File: src/rtl/im_loader_if.sv
// rtl/im_loader_if.sv - loader bus: UART byte input, CPU fetch address, instruction-memory write port, status
interface im_loader_if #(
  parameter int ADDR_W = 16
);
  logic              rx_valid;
  logic [7:0]        rx_data;
  logic [ADDR_W-1:0] cpu_pc;
  logic [ADDR_W-1:0] im_addr;
  logic              im_we;
  logic [31:0]       im_wdata;
  logic              cpu_hold;
  logic              done;
  logic              err;

  modport master (
    output rx_valid, rx_data, cpu_pc,
    input  im_addr, im_we, im_wdata, cpu_hold, done, err
  );

  modport slave (
    input  rx_valid, rx_data, cpu_pc,
    output im_addr, im_we, im_wdata, cpu_hold, done, err
  );
endinterface

File: src/rtl/im_loader.sv
// rtl/im_loader.sv - UART image loader into instruction memory, then hands the fetch port to the CPU.
// Optional IM_LOADER_RELOAD_EN: byte 0xA5 received while running restarts loading.
module im_loader #(
  parameter int MAX_WORDS = 64,
  parameter int ADDR_W    = 16
) (
  input logic       clk,
  input logic       rst,
  im_loader_if.slave bus
);

  localparam int KW = $clog2(MAX_WORDS + 1);

  typedef enum logic [2:0] {
    LEN_LO,
    LEN_HI,
    LOAD,
    RUN,
    ERROR
  } state_e;

  state_e         state_q, state_d;
  logic [15:0]    n_q, n_d;
  logic [KW-1:0]  k_q, k_d;
  logic [1:0]     bc_q, bc_d;
  logic [23:0]    asm_q, asm_d;
  logic [31:0]    wdata_q, wdata_d;
  logic           we_q, we_d;

  logic [15:0]       n_full;
  logic              last_word;
  logic              accept;
  logic [ADDR_W-1:0] loader_addr;

  always_ff @(posedge clk) begin
    if (rst) begin
      state_q <= LEN_LO;
      n_q     <= '0;
      k_q     <= '0;
      bc_q    <= '0;
      asm_q   <= '0;
      wdata_q <= '0;
      we_q    <= 1'b0;
    end else begin
      state_q <= state_d;
      n_q     <= n_d;
      k_q     <= k_d;
      bc_q    <= bc_d;
      asm_q   <= asm_d;
      wdata_q <= wdata_d;
      we_q    <= we_d;
    end
  end

  assign n_full    = {bus.rx_data, n_q[7:0]};
  assign last_word = (16'(k_q) == (n_q - 16'd1));

  always_comb begin
    state_d = state_q;
    n_d     = n_q;
    k_d     = k_q;
    bc_d    = bc_q;
    asm_d   = asm_q;
    wdata_d = wdata_q;
    we_d    = 1'b0;
    accept  = 1'b0;

    case (state_q)
      LEN_LO: begin
        if (bus.rx_valid) begin
          n_d     = {8'h00, bus.rx_data};
          state_d = LEN_HI;
        end
      end

      LEN_HI: begin
        if (bus.rx_valid) begin
          n_d = n_full;
          if (n_full == 16'd0) begin
            state_d = RUN;
          end else if (32'(n_full) > MAX_WORDS) begin
            state_d = ERROR;
          end else begin
            state_d = LOAD;
            k_d     = '0;
            bc_d    = '0;
          end
        end
      end

      LOAD: begin
        accept = bus.rx_valid;
        // The write cycle still accepts the next word's lane 0, except after the final word.
        if (we_q) begin
          k_d = k_q + KW'(1);
          if (last_word) begin
            state_d = RUN;
            accept  = 1'b0;
          end
        end
        if (accept) begin
          case (bc_q)
            2'd0: asm_d[7:0]   = bus.rx_data;
            2'd1: asm_d[15:8]  = bus.rx_data;
            2'd2: asm_d[23:16] = bus.rx_data;
            default: begin
              wdata_d = {bus.rx_data, asm_q};
              we_d    = 1'b1;
            end
          endcase
          bc_d = bc_q + 2'd1;
        end
      end

      RUN: begin
`ifdef IM_LOADER_RELOAD_EN
        if (bus.rx_valid && (bus.rx_data == 8'hA5)) begin
          state_d = LEN_LO;
          n_d     = '0;
          k_d     = '0;
          bc_d    = '0;
          asm_d   = '0;
        end
`endif
      end

      ERROR: begin
      end

      default: state_d = LEN_LO;
    endcase
  end

  assign loader_addr = ADDR_W'({k_q, 2'b00});

  always_comb begin
    bus.im_addr  = (state_q == RUN) ? bus.cpu_pc : loader_addr;
    bus.im_we    = we_q && (state_q == LOAD);
    bus.im_wdata = wdata_q;
    bus.cpu_hold = (state_q != RUN);
    bus.done     = (state_q == RUN);
    bus.err      = (state_q == ERROR);
  end

endmodule

File: src/flat_wrapper.sv
// flat-port wrapper written by rule: the top's interface ports become plain ports
module im_loader_flat 
#(
  parameter int MAX_WORDS = 64,
  parameter int ADDR_W    = 16
)
  (clk, rst, bus_rx_valid, bus_rx_data, bus_cpu_pc, bus_im_addr, bus_im_we, bus_im_wdata, bus_cpu_hold, bus_done, bus_err);
  im_loader_if #(.ADDR_W(ADDR_W)) bus_i ();
  input logic clk;
  input logic rst;
  input wire logic [$bits(bus_i.rx_valid)-1:0] bus_rx_valid;
  input wire logic [$bits(bus_i.rx_data)-1:0] bus_rx_data;
  input wire logic [$bits(bus_i.cpu_pc)-1:0] bus_cpu_pc;
  output wire logic [$bits(bus_i.im_addr)-1:0] bus_im_addr;
  output wire logic [$bits(bus_i.im_we)-1:0] bus_im_we;
  output wire logic [$bits(bus_i.im_wdata)-1:0] bus_im_wdata;
  output wire logic [$bits(bus_i.cpu_hold)-1:0] bus_cpu_hold;
  output wire logic [$bits(bus_i.done)-1:0] bus_done;
  output wire logic [$bits(bus_i.err)-1:0] bus_err;
  assign bus_i.rx_valid = bus_rx_valid;
  assign bus_i.rx_data = bus_rx_data;
  assign bus_i.cpu_pc = bus_cpu_pc;
  assign bus_im_addr = bus_i.im_addr;
  assign bus_im_we = bus_i.im_we;
  assign bus_im_wdata = bus_i.im_wdata;
  assign bus_cpu_hold = bus_i.cpu_hold;
  assign bus_done = bus_i.done;
  assign bus_err = bus_i.err;
  im_loader #(.MAX_WORDS(MAX_WORDS), .ADDR_W(ADDR_W)) u_core (.clk(clk), .rst(rst), .bus(bus_i));
endmodule
File: config.mk
export PLATFORM = sky130hd
export DESIGN_NAME = im_loader_flat
export DESIGN_NICKNAME = d
export VERILOG_FILES = /design/src/rtl/im_loader_if.sv /design/src/rtl/im_loader.sv /design/src/flat_wrapper.sv
export SDC_FILE = /design/constraint.sdc
export NUM_CORES = 1
export LEC_CHECK = 0
export CAP_MARGIN = 20
export CORE_UTILIZATION = 55
export CTS_CLUSTER_SIZE = 40
export DETAILED_ROUTE_END_ITERATION = 10
export DONT_BUFFER_PORTS = 1
export GPL_ROUTABILITY_DRIVEN = 0
export PLACE_DENSITY = 0.7
export RECOVER_POWER = 50
export SYNTH_ARGS = -nofsm -noshare
export SYNTH_HDL_FRONTEND = slang
export SYNTH_SLANG_ARGS = --single-unit
File: constraint.sdc
create_clock -name clk -period 5.5 [get_ports clk]
set_clock_uncertainty 0.2 [all_clocks]
set_input_delay 1.1 -clock clk [delete_from_list [all_inputs] [get_ports clk]]
set_output_delay 1.1 -clock clk [all_outputs]
set_load 0.1 [all_outputs]
Word level (Yosys, flattened, before mapping)
Index checks and enable logic that the tools add are counted.

storage, ports and cells
  register bits = 85
  bits in latches = 0
  memory bits (writable) = 0
  ROM bits = 0
  bits of input ports = 27
  output and inout port bits = 52
  word-level logic and storage cells = 77
  memories kept = 0

cells by class
  add/subtract/negate cells = 3
  multipliers = 0
  div/mod/pow operators = 0
  order comparisons = 1
  equality and inequality tests = 15
  shifts and indexed selects = 0
  mux-type cells = 25
  bitwise logic cells = 5
  reduce and logical (&&, ||, !) cells = 18

operator list
  kind                                                             count
  two-way mux 16 bit                                               3
  case mux 16 bit (2 select lines)                                 1
  two-way mux 7 bit                                                4
  two-way mux 3 bit                                                6
  AND reduction 3 bit                                              6
  equality test 7 x 16 -> 1 bit                                    1
  greater-than comparator 16 x 7 -> 1 bit (second input constant)  1
  logical NOT 16 bit                                               1
  subtractor 16 x 1 -> 16 bit (second input constant)              1
  AND reduction 5 bit                                              3
  case mux 7 bit (2 select lines)                                  1
  case mux 3 bit (4 select lines)                                  1
  two-way mux 2 bit                                                4
  inequality test 2 bit (second input constant)                    4
  adder 7 x 1 -> 7 bit (second input constant)                     1
  equality test 3 x 2 -> 1 bit (second input constant)             2
  inequality test 2 x 1 -> 1 bit (second input constant)           3
  OR reduction 3 bit                                               2
  inverter 1 bit                                                   5
  two-way mux 1 bit                                                4
  case mux 2 bit (2 select lines)                                  1
  nonzero test 2 bit                                               2
  equality test 3 x 1 -> 1 bit (second input constant)             1
  equality test 3 bit (second input constant)                      1
  other kinds (8)                                                  8

Longest topological paths before layout
Gate-level depths: netlist of the first run.

  depth in word-level cells = 7
  mapped depth = 9
  depth with buffers taken out = 8

Worst setup path before layout of the first run
No wires, ideal clock.

  path kind = reg2out
  from = reg u_core.state_q[0]
  to = out bus_im_addr[0]
  data arrival time = 3.775 ns
  required time = 4.200 ns
  slack = 0.425 ns
  stages on the path, launching flop included = 6
  path buffers = 2
  cell sequence = dfxtp_1 > clkbuf_1 > nand3b_1 > inv_2 > clkbuf_1 > and2_1

between the ends
  word-level cells in the longest chain between the ends = 2

RTL lines
  item                          RTL line            source
  start, declared               im_loader.sv:22     state_e state_q, state_d;
  start signal, assigned        im_loader.sv:45     state_q <= state_d;
  equality test 3 x 2 -> 1 bit  --
  net bus_done                  flat_wrapper.sv:18  output wire logic [$bits(bus_i.done)-1:0] bus_done;
  two-way mux 16 bit            im_loader.sv:137    bus.im_addr = (state_q == RUN) ? bus.cpu_pc : loader_addr;
  end, declared                 flat_wrapper.sv:14  output wire logic [$bits(bus_i.im_addr)-1:0] bus_im_addr;

The timed path passes the listed nets, and every way through them passes these cells.

Worst setup path in the final report of the first run
  from = reg u_core.state_q[0]
  to = out bus_im_addr[2]

Same word-level chain as after synthesis.

==> flow_summary.toml, run 1 <==
[die]
dieArea_sq_mm = 0.007815
row_count = 31
core_sq_mm = 0.007253
ios = 79
die_w_um = 88.41
die_h_um = 88.41
initial_core_util_pct = 56.62

[synth]
synth_flop_cell = "dfxtp_1"
yosysTopAreaCell = "dfxtp_1"
avgSynthCellArea_sq_um = 9.754
synthArstFlopShare_pct = 0
netlist.area_leader.share_pct = 41.44
syn_area_sq_mm = 0.004106
ys_top_cells_by_area = "dfxtp_1 41%, mux2i_1 14%, nand2b_1 9.9%, nand2_1 3.2%, o2111ai_4 3.2%"
ys_ff_latch = 85
synth_edf_count = 0
syn_inst = 421
ys_types = 51
ys_seq_area_share_pct = 41.44
yosys_warnings = 0
syn_nets = 454

[grt]
antenna_found_initial = 0
grt_max_degree = 89
grt_overflow = 0
grt_usage_pct = 22.83
first_global_vias = 2790
grt_first_pass_wirelength_mm = 13.57

[critical_path]
slowest_stage = "dfxtp_1"
cp_num_buf_inv = 3
cp_common_cell = "buf_4"
end_kind = "output port"
path_max_fanout = 22
critPathTopFamily = "buffers and inverters"
critPathArrivalTime_ns = 2.77
critPathLaunchType = "register"
worstSetupPathType = "register to output port"
worstPathRequired_ns = 4.20
cp_cell_sequence = "nand3b_1 -> buf_4 -> inv_2 -> mux2_1 -> buf_4"
cpPeakStageDelay_ns = 0.83

[clocking]
htreeDepth = 3
hold_buffers = 0
clk_pin_slew_ns = 0.09
cts_buffers = 9
cts.path.max_buffers = 2
cts_resized = 0
cts_tree = "built"
clkLatencyLatePin_ns = 0.35
clock-sinks = 85
post_cts.repair.setup_buffers = 0
cts-root-buf = "clkbuf_8"

[cells_and_area]
drive_above_1_share_pct = 10.57
fillers = 673
fin_nets = 463
layout_common_cells = "85 x dfxtp_1, 65 x nand2b_1, 58 x mux2i_1, 35 x nand2_1, 23 x a21oi_1"
area_delta_synth_final_pct = 8.135
final_common_cell = "dfxtp_1"
diodes = 0
multi_input_area_sq_mm = 0.002201
seq_area_sq_mm = 0.001702

[sta]
worst-slew-pin-transition_ns = 1.417
fmax_mhz = 245.5
fin_setup_tns_ns = 0
rsz0062_at_grt = "false"
setup_viol_count_final = 0
finalHoldWorstSlack_ns = 0.2561
hold_violations = 0
min_period_ns = 4.073
post-route-period-util_pct = 74.05
slew_headroom_pct = 4.325
drv_slew = 0

[route]
drt-pass1-iter-count = 4
wl_mm = 8.466
vias = 2965
drtAntennaViolNets = 0
drt_iter0_drc = 164
post-route-drc-count = 0
routedWlPerCell_um = 15.85
vias_per_cell = 5.552

[power_and_ir_drop]
power.leakage_nw = 1.986
peakVddDrop_v = 0.0001836
p_per_area_mw_per_mm2 = 273.6

[placed_design]
port-buffer-count = 0
dp_hpwl_mm = 5.899

[run]
cap_violations = 0

[run_status]
status = "complete, no violations"

[min_path]
min_path_type = "register to register"
## final cells by class
| type | instances | area share, % |
|---|---|---|
| multi-input combinational | 309 | 49.56 |
| timing repair buffer | 19 | 3.663 |
| clock buffer | 9 | 2.790 |
| tap | 99 | 2.790 |
| sequential | 85 | 38.32 |
| inverter | 6 | 0.5072 |
| clock inverter | 7 | 2.367 |
## power breakdown
| part | leakage [nW] | switching, mW | total [mW] | internal (mW) |
|---|---|---|---|---|
| logic | 1.19 | 0.0446 | 0.0794 | 0.0348 |
| registers | 0.686 | 0.0130 | 0.634 | 0.621 |
| clock network | 0.112 | 0.239 | 0.501 | 0.263 |
## tightest hold or removal path: stages, from the launching register on
cell,delay [ns]
dfxtp_1,0.32
nand2_1,0.05
a21oi_1,0.05
## per-stage QoR
stage | power (mW) | setup slack, ns | utilization [%] | cells | area (sq um)
floorplan | 0.7209 | 0.4250 | - | 421 | 4106
global placement | 0.7285 | 1.898 | 59.20 | 518 | 4294
detailed placement | 0.7307 | 1.841 | 59.20 | 518 | 4294
CTS | 1.227 | 1.446 | 62.36 | 534 | 4523
global route | 1.259 | 1.257 | 61.22 | 534 | 4441
finish | 1.215 | 1.427 | 61.22 | 534 | 4441
## flip-flops by register name, summed over array words and instances (netlist names)
| name | count |
|---|---|
| u_core.n_q | 16 |
| u_core.k_q | 7 |
| u_core.state_q | 3 |
| u_core.bc_q | 2 |
| u_core.we_q | 1 |
| u_core.bus.im_wdata | 32 |
| u_core.asm_q | 24 |
## Yosys cell counts, types with 4 or more instances
| library cell | number |
|---|---|
| nor2_1 | 19 |
| xor2_1 | 6 |
| ha_1 | 6 |
| o2111ai_4 | 5 |
| o21ai_1 | 5 |
| a21oi_1 | 22 |
| nand2_1 | 35 |
| inv_1 | 5 |
| nor3_1 | 4 |
| nand2b_1 | 65 |
| nand3_1 | 14 |
| dfxtp_1 | 85 |
| clkbuf_1 | 16 |
| mux2i_1 | 58 |
| mux2_1 | 8 |
| xnor2_1 | 5 |
| and2_1 | 11 |
## metal layers
metal,global-route usage (%),up-vias,share of wire (%)
met2,33.57,73,45
met4,6.598,0,0.78
met3,6.810,6,7.5
met1,32.33,1407,46
li1,-,1479,-
met5,0,-,0
## cell families (layout without fill, tap and decap cells)
kind of cell / count (synthesis) / after routing / share of synthesized area (%)
AO/OA/AOI/OAI: 52 / 52 / 10.88
buffers and inverters: 27 / 41 / 3.077
AND/OR/NAND/NOR: 174 / 174 / 24.10
adder cells (fa/ha/maj): 6 / 6 / 1.828
XOR/XNOR: 11 / 11 / 2.346
multiplexers: 66 / 66 / 16.33
flip-flops: 85 / 85 / 41.44
## worst paths after layout
kind | from | end | slack [ns] | depth (start not counted)
min | u_core.n_q[14]$_SDFFE_PP0P_ | u_core.n_q[14]$_SDFFE_PP0P_ | 0.26 | 2
min reg2reg | u_core.n_q[14]$_SDFFE_PP0P_ | u_core.n_q[14]$_SDFFE_PP0P_ | 0.26 | 2
max reg2reg | u_core.n_q[0]$_SDFFE_PP0P_ | u_core.asm_q[14]$_SDFFE_PP0P_ | 1.66 | 7
max | u_core.state_q[0]$_SDFFE_PP0P_ | bus_im_addr[2] | 1.43 | 5
Note: power is estimated with default switching activity, not from simulation.
==> inputs of run 2 (changes only) <==
PLACE_DENSITY = 0.73   (was 0.7)
clock period = 3.36 ns   (was 5.5 ns; I/O delays follow)
==> run 2 against run 1 <==
Net effect:
- combinational power grew 78%
- via count grew 1.4%
- cell count shrank 1.1%
- non-clock buffer count shrank 6
- critical path type is now register to register
==> flow_summary.toml, run 2 (synthesized netlist as in run 1, its figures left out) <==
[clocking]
clkLatencyLatePin_ns = 0.36
clock-sinks = 85
cts_resized = 0
post_cts.repair.setup_buffers = 0
hold_buffers = 0
cts-root-buf = "clkbuf_8"
cts_tree = "built"
htreeDepth = 3
clk_pin_slew_ns = 0.09
cts.path.max_buffers = 2
cts_buffers = 9

[grt]
grt_overflow = 0
first_global_vias = 2808
grt_first_pass_wirelength_mm = 13.47
antenna_found_initial = 0
grt_max_degree = 89
grt_usage_pct = 23.04

[power_and_ir_drop]
total_power_mw = 1.922
clockPowerShare_pct = 38.9
switching_share_pct = 25.66
p_int_mw = 1.429
combPwrFrac_pct = 7.4
power.leakage_nw = 1.956
p_per_area_mw_per_mm2 = 424.0
peakVddDrop_v = 0.0002792
p_switching_uw = 493.2
seqPwrFrac_pct = 53.7

[cells_and_area]
fin_area_sq_mm = 0.004533
postLayoutCoreUtil_pct = 62.50
largest_reg_flops = 32
final_common_cell = "dfxtp_1"
area_delta_synth_final_pct = 10.39
diodes = 0
drive_above_1_share_pct = 13.99
layoutNonFillerInstCount = 528
fin_nets = 457
layout_common_cells = "85 x dfxtp_1, 65 x nand2b_1, 58 x mux2i_1, 35 x nand2_1, 23 x a21oi_1"

[critical_path]
cpPeakStageDelay_ns = 0.79
critPathArrivalTime_ns = 2.98
slowest_stage = "o311ai_2"
end_kind = "register"
critPathLaunchType = "register"
cp_cell_sequence = "inv_1 -> ha_1 -> nor3b_4 -> a21oi_1 -> o311ai_2 -> o2111ai_4 -> buf_12 -> mux2i_1"
cp_num_buf_inv = 2
critPathTopFamily = "compound AO/OA/AOI/OAI gates"
worstSetupPathType = "register to register"
path_max_fanout = 33
worstPathRequired_ns = 3.40

[min_path]
min_path_type = "input port to register"

[placed_design]
port-buffer-count = 0
placed_area_sq_mm = 0.004358
dp.cells = 512
dp_slack_ns = 0.6575
dp_hpwl_mm = 6.088

[route]
routedWlPerCell_um = 16.47
vias = 3006
vias_per_cell = 5.693
drt-pass1-iter-count = 4
post-route-drc-count = 0
drt_iter0_drc = 128
drtAntennaViolNets = 0
wl_mm = 8.695

[run]
cap_violations = 0

[sta]
setup_viol_count_final = 0
setup_slack_ns = 0.4196
slew_headroom_pct = 19.33
finalHoldWorstSlack_ns = 0.1763
post-route-period-util_pct = 87.51
worst-slew-pin-transition_ns = 1.210
min_period_ns = 2.940
rsz0062_at_grt = "false"
hold_violations = 0
drv_slew = 0
fmax_mhz = 340.1
fin_setup_tns_ns = 0

[run_status]
status = "complete, no violations"

[die]
initial_core_util_pct = 56.62
dieArea_sq_mm = 0.007815
core_sq_mm = 0.007253
row_count = 31
die_h_um = 88.41
ios = 79
die_w_um = 88.41
run 2: changes by cell type in the layout (fill, tap and decap cells not counted), sizes merged:
cell    delta
buf        -9
clkbuf     +3
clkinv     +1
bufinv     -1
run 2: area by class of cell:
type | count | area, sq um
Clock buffer | 9 | 123.9
Clock inverter | 7 | 82.58
Fill cell | 611 | 2720
Inverter | 6 | 22.52
Multi-Input combinational cell | 309 | 2291
Sequential cell | 85 | 1702
Tap cell | 99 | 123.9
Timing Repair Buffer | 13 | 187.7
run 2: final timing paths:
check | start | depth (start not counted) | slack [ns] | endpoint
max reg2reg | u_core.n_q[0]$_SDFFE_PP0P_ | 8 | 0.42 | u_core.bus.im_wdata[23]$_SDFFE_PP0P_
max | u_core.n_q[0]$_SDFFE_PP0P_ | 8 | 0.42 | u_core.bus.im_wdata[23]$_SDFFE_PP0P_
min reg2reg | u_core.n_q[12]$_SDFFE_PP0P_ | 2 | 0.25 | u_core.n_q[12]$_SDFFE_PP0P_
min | rst | 1 | 0.18 | u_core.n_q[5]$_SDFFE_PP0P_
run 2: power by group through the flow:
stage          sequential (mW)  combinational [mW]  clock (mW)
6_report                  1.03               0.141       0.748
5_1_grt                   1.03               0.153       0.807
4_1_cts                   1.03               0.144       0.766
3_5_place_dp              1.06               0.142           0
3_3_place_gp              1.06               0.139           0
2_1_floorplan             1.05               0.130           0
run 2: layer usage:
| metal | track usage [%] | up-vias | part of all wire [%] | routed length (um) |
|---|---|---|---|---|
| met2 | 37.62 | 104 | 47 | 4109 |
| met3 | 7.463 | 18 | 7.6 | 665 |
| met4 | 9.238 | 0 | 2.1 | 180 |
| met5 | 0 | - | 0 | 0 |
| met1 | 28.18 | 1417 | 43 | 3740 |
| li1 | - | 1467 | - | - |
run 2: worst register-to-register path: stages, from the launching register on:
cell       delay (ns)
dfxtp_1          0.38
inv_1            0.09
ha_1             0.23
nor3b_4          0.36
a21oi_1          0.16
o311ai_2         0.79
o2111ai_4        0.21
buf_12           0.23
mux2i_1          0.18
